--- config.mk ---
export PLATFORM = sky130hd
export DESIGN_NAME = router_sync_n
export DESIGN_NICKNAME = d
export VERILOG_FILES = /design/src/rtl/router_sync_n.sv
export SDC_FILE = /design/constraint.sdc
export NUM_CORES = 1
export LEC_CHECK = 0
export BUFFER_PORTS_ARGS = -buffer_cell sky130_fd_sc_hd__buf_2
export CAP_MARGIN = 0
export CORE_MARGIN = 2
export CORE_UTILIZATION = 30
export CTS_CLUSTER_DIAMETER = 150
export DETAILED_ROUTE_END_ITERATION = 7
export GPL_ROUTABILITY_DRIVEN = 0
export SLEW_MARGIN = 15
export SYNTH_ARGS = -nofsm -noshare
export SYNTH_HDL_FRONTEND = slang
export SYNTH_SLANG_ARGS = --single-unit
--- constraint.sdc ---
create_clock -name clock -period 3 [get_ports clock]
set_input_delay 0.3 -clock clock [delete_from_list [all_inputs] [get_ports clock]]
set_output_delay 0.3 -clock clock [all_outputs]
set_load 0.005 [all_outputs]
--- src/rtl/router_sync_n.sv ---
// rtl/router_sync_n.sv - N-channel router address synchroniser with per-channel read-timeout watchdog
module router_sync_n #(
   parameter int NUM_CH  = 3,
   parameter int ADDR_W  = 2,
   parameter int TIMEOUT = 30,
   parameter int CNT_W   = 5
) (
   input  logic              clock,
   input  logic              resetn,
   input  logic              detect_add,
   input  logic [ADDR_W-1:0] data,
   input  logic              write_enb_reg,
   input  logic [NUM_CH-1:0] full,
   input  logic [NUM_CH-1:0] empty,
   input  logic [NUM_CH-1:0] read_enb,
   output logic [NUM_CH-1:0] write_enb,
   output logic              fifo_full,
   output logic              fifo_empty,
   output logic [NUM_CH-1:0] vld_out,
   output logic [NUM_CH-1:0] soft_reset,
   output logic              addr_err
);

   localparam logic [ADDR_W:0]  NUM_CH_V = (ADDR_W+1)'(NUM_CH);
   localparam logic [CNT_W-1:0] TMO_LAST = CNT_W'(TIMEOUT - 1);

   logic [ADDR_W-1:0] dest_q, dest_d;
   logic              dest_vld_q, dest_vld_d;
   logic              addr_err_q, addr_err_d;
   logic [CNT_W-1:0]  cnt_q [NUM_CH];
   logic [CNT_W-1:0]  cnt_d [NUM_CH];
   logic [NUM_CH-1:0] soft_reset_q, soft_reset_d;
   logic [NUM_CH-1:0] sel;

   always_comb begin
      dest_d     = dest_q;
      dest_vld_d = dest_vld_q;
      addr_err_d = addr_err_q;
      if (detect_add) begin
         dest_d     = data;
         dest_vld_d = 1'b1;
         addr_err_d = ({1'b0, data} >= NUM_CH_V);
      end
   end

   always_comb begin
      sel = '0;
      for (int i = 0; i < NUM_CH; i++) begin
         sel[i] = dest_vld_q && !addr_err_q && (dest_q == ADDR_W'(i));
      end
   end

   assign write_enb = sel & ~full & {NUM_CH{write_enb_reg}};
   assign vld_out   = ~empty;

   // A bad destination reports full+empty so the FSM stalls until the packet is dropped.
   always_comb begin
      fifo_full  = 1'b0;
      fifo_empty = 1'b1;
      if (addr_err_q) begin
         fifo_full  = 1'b1;
         fifo_empty = 1'b1;
      end else if (dest_vld_q) begin
         fifo_full  = |(full & sel);
         fifo_empty = |(empty & sel);
      end
   end

   always_comb begin
      soft_reset_d = '0;
      for (int i = 0; i < NUM_CH; i++) begin
         cnt_d[i] = '0;
         if (vld_out[i] && !read_enb[i]) begin
            if (cnt_q[i] == TMO_LAST) begin
               soft_reset_d[i] = 1'b1;
            end else begin
               cnt_d[i] = cnt_q[i] + CNT_W'(1);
            end
         end
      end
   end

   always_ff @(posedge clock or negedge resetn) begin
      if (!resetn) begin
         dest_q       <= '0;
         dest_vld_q   <= 1'b0;
         addr_err_q   <= 1'b0;
         soft_reset_q <= '0;
         for (int i = 0; i < NUM_CH; i++) begin
            cnt_q[i] <= '0;
         end
      end else begin
         dest_q       <= dest_d;
         dest_vld_q   <= dest_vld_d;
         addr_err_q   <= addr_err_d;
         soft_reset_q <= soft_reset_d;
         for (int i = 0; i < NUM_CH; i++) begin
            cnt_q[i] <= cnt_d[i];
         end
      end
   end

   assign soft_reset = soft_reset_q;
   assign addr_err   = addr_err_q;

endmodule

==> results.py <==
metrics = {
    "status": {
        "status": "complete, no violations",
    },
    "grt": {
        "antenna_found_initial": 0,
        "grt_use_met3": 0.0145,
        "grt-ovfl-total": 0,
        "grt_start_max_net_pins": 23,
        "grt_pass1_wl_mm": 2.51,
        "grtUsageMet1": 0.0995,
        "grtUsageTotal": 0.0893,
        "met2_usage": 0.158,
        "grt_pass1_vias": 626,
        "top_usage_layer": "met2",
    },
    "route": {
        "vias": 752,
        "drcViolationCount": 0,
        "via_per_inst": 4.42,
        "drt_iter0_drc": 25,
        "ant_nets": 0,
        "routedWlPerCell_microns": 10.2,
        "drtPass1Iterations": 2,
        "wirelength_mm": 1.74,
    },
    "synthesis": {
        "synthesis.area_sq_um": 1010,
        "yosysSeqAreaShare": 0.546,
        "yosysTopAreaCell": "dfrtp_1",
        "synthCells": 94,
        "ys.flop_type": "dfrtp_1",
        "synth.area.top_cells": "dfrtp_1 55%, ha_1 7.4%, nor2_1 6.7%",
        "ys_seq_elements": 22,
        "synth_nets": 115,
        "netlist-cell-type-count": 22,
        "syn_area_per_cell_sq_um": 10.7,
        "synthArstFlopShare": 1.00,
        "synth_edf_count": 0,
        "yosysWarnings": 0,
        "yosysTopAreaCellShare": 0.546,
    },
    "worst_setup_path": {
        "crit_required_ps": 2700,
        "r2r_start": "cnt_q[10]$_DFF_PN0_",
        "crit_type": "reg -> out",
        "crit_fanout": 8,
        "critPathBufInv": 1,
        "rr_worst_depth": 4,
        "max_stage_delay_ps": 490,
        "end_kind": "output pin",
        "r2r_end": "cnt_q[12]$_DFF_PN0_",
        "r2r_slack_ps": 1930,
        "path_cells": "mux2i_1 -> o21ai_1 -> a21o_1 -> buf_2",
        "crit_family": "flip-flops",
        "arrival_ps": 1370,
        "slowest_stage": "dfrtp_1",
        "cp-start-kind": "flop",
    },
    "timing": {
        "setup_ws_ps": 1330,
        "finalSetupViolCount": 0,
        "rsz0062_at_grt": "no",
        "fin_crit_sh": 0.558,
        "setup_tns_ps": 0,
        "fmax_ghz": 0.598,
        "period_needed_ps": 1670,
        "worstMarginPinSlew_ps": 477,
        "fin_skew_ps": 4.73,
        "hold_viol_final": 0,
        "final-max-slew-violation-count": 0,
        "slew-limit-headroom": 0.682,
    },
    "cells_and_area": {
        "nFillCells": 316,
        "drive_gt1_frac": 0.258,
        "final_area_sq_um": 1230,
        "final_common_cell": "buf_2",
        "fin_util": 0.375,
        "num-nets-final": 146,
        "register_area_sq_um": 551,
        "multi_input_area_sq_um": 420,
        "final_cell_mix": "26 x buf_2, 22 x dfrtp_1, 18 x nor2_1",
        "fin_cells": 170,
        "antenna_cells": 0,
        "area_delta_synth_final_pct": 22.1,
    },
    "clock_network": {
        "cts_buffers": 3,
        "h-tree-depth": 1,
        "clockBufferDepth": 2,
        "cts_resized": 0,
        "path_clk_slew_ps": 120,
        "cts_tree": "built",
        "cts_num_sinks": 22,
        "insertion_delay_ps": 300,
        "cts_root_buf": "clkbuf_4",
    },
    "hold_path": {
        "hp-start": "read_enb[0]",
        "hold_end": "soft_reset[0]$_DFF_PN0_",
        "holdPathStages": 2,
        "min_path_type": "in -> reg",
    },
    "die": {
        "rows": 21,
        "dieArea_sq_um": 3840,
        "core_area_sq_um": 3280,
        "die_y_microns": 62.0,
        "die_w_microns": 62.0,
        "start_util": 0.307,
        "io_pins": 27,
    },
    "place": {
        "hpwl_mm": 1.34,
        "pre_cts_slack_ps": 1660,
        "dpl-instance-area_sq_um": 1180,
        "dp_cells": 165,
        "numPortBuffers": 26,
    },
    "power_and_ir_drop": {
        "vdd.ir_drop.worst_uv": 107,
        "power_density_nw_per_um2": 431,
        "p_leak_nw": 0.608,
    },
    "flow_run": {
        "max_cap_violations": 0,
    },
}
==> synthesized netlist by cell type, types with 2 or more instances <==
library cell  number
dfrtp_1           22
ha_1               6
inv_1              7
mux2i_1            2
nand2_1            3
nand3_1            8
nand3b_1           2
nand4_1            3
nor2_1            18
nor3_1             3
nor4b_1            2
xnor2_1            3
xor2_1             6
==> repair_timing <==
| item | CTS | global route |
|---|---|---|
| buffers inserted | 0 | 0 |
| hold buffers | 1 | 0 |
| endpoints found under the hold margin | 22 | 0 |
==> per-stage QoR <==
| step | power (mW) | hold WS, ps |
|---|---|---|
| 2_1_floorplan | 0.346 | 4.41 |
| 3_3_place_gp | 0.374 | 283 |
| 3_5_place_dp | 0.376 | 288 |
| 4_1_cts | 0.541 | 133 |
| 5_1_grt | 0.559 | 136 |
| 6_report | 0.531 | 147 |
==> worst max path at each step <==
stage                                startpoint            to  slack, ps  cells past startpoint
after global placement    dest_q[0]$_DFFE_PN0P_     fifo_full       1700                      4
after detailed placement  dest_q[0]$_DFFE_PN0P_     fifo_full       1660                      4
after floorplan            addr_err$_DFFE_PN0P_  write_enb[1]       1840                      3
after CTS                 dest_q[0]$_DFFE_PN0P_     fifo_full       1300                      4
final                     dest_q[0]$_DFFE_PN0P_     fifo_full       1330                      4
after global routing      dest_q[0]$_DFFE_PN0P_     fifo_full       1200                      4
==> routing by layer <==
layer / up-vias / routed length (microns)
li1: 374 / -
met1: 362 / 732
met2: 16 / 922
met3: 0 / 82
met4: 0 / 0
met5: - / 0
==> state kept, by name (all words and copies together), names as in the netlist <==
register    cells
dest_vld_q      1
cnt_q          15
dest_q          2
addr_err        1
soft_reset      3
==> where the power goes <==
group	switching, mW	internal, mW
clock	0.0870	0.0740
sequential	0.00970	0.304
combinational	0.0290	0.0275
total	0.126	0.405
==> logic make-up after synthesis <==
family          Yosys count  synth area share
simple gates             41             0.196
fa+ha+maj                 6            0.0744
xor+xnor                  9            0.0782
buf+inv                   8            0.0372
flops                    22             0.546
compound gates            4            0.0260
mux                       4            0.0422
==> final cells by class <==
class	count	area share
multi-input cells	64	0.341
flip-flops and latches	22	0.447
repair buffers	27	0.114
inverters	7	0.0213
well taps	46	0.0467
clock buffers	4	0.0295
==> worst register-to-register path, stage by stage, from the launching register on <==
cell,delay [ps]
dfrtp_1,440
ha_1,220
nand4_1,100
nand2_1,120
nor2_1,120
(Power assumes the default switching activity.)
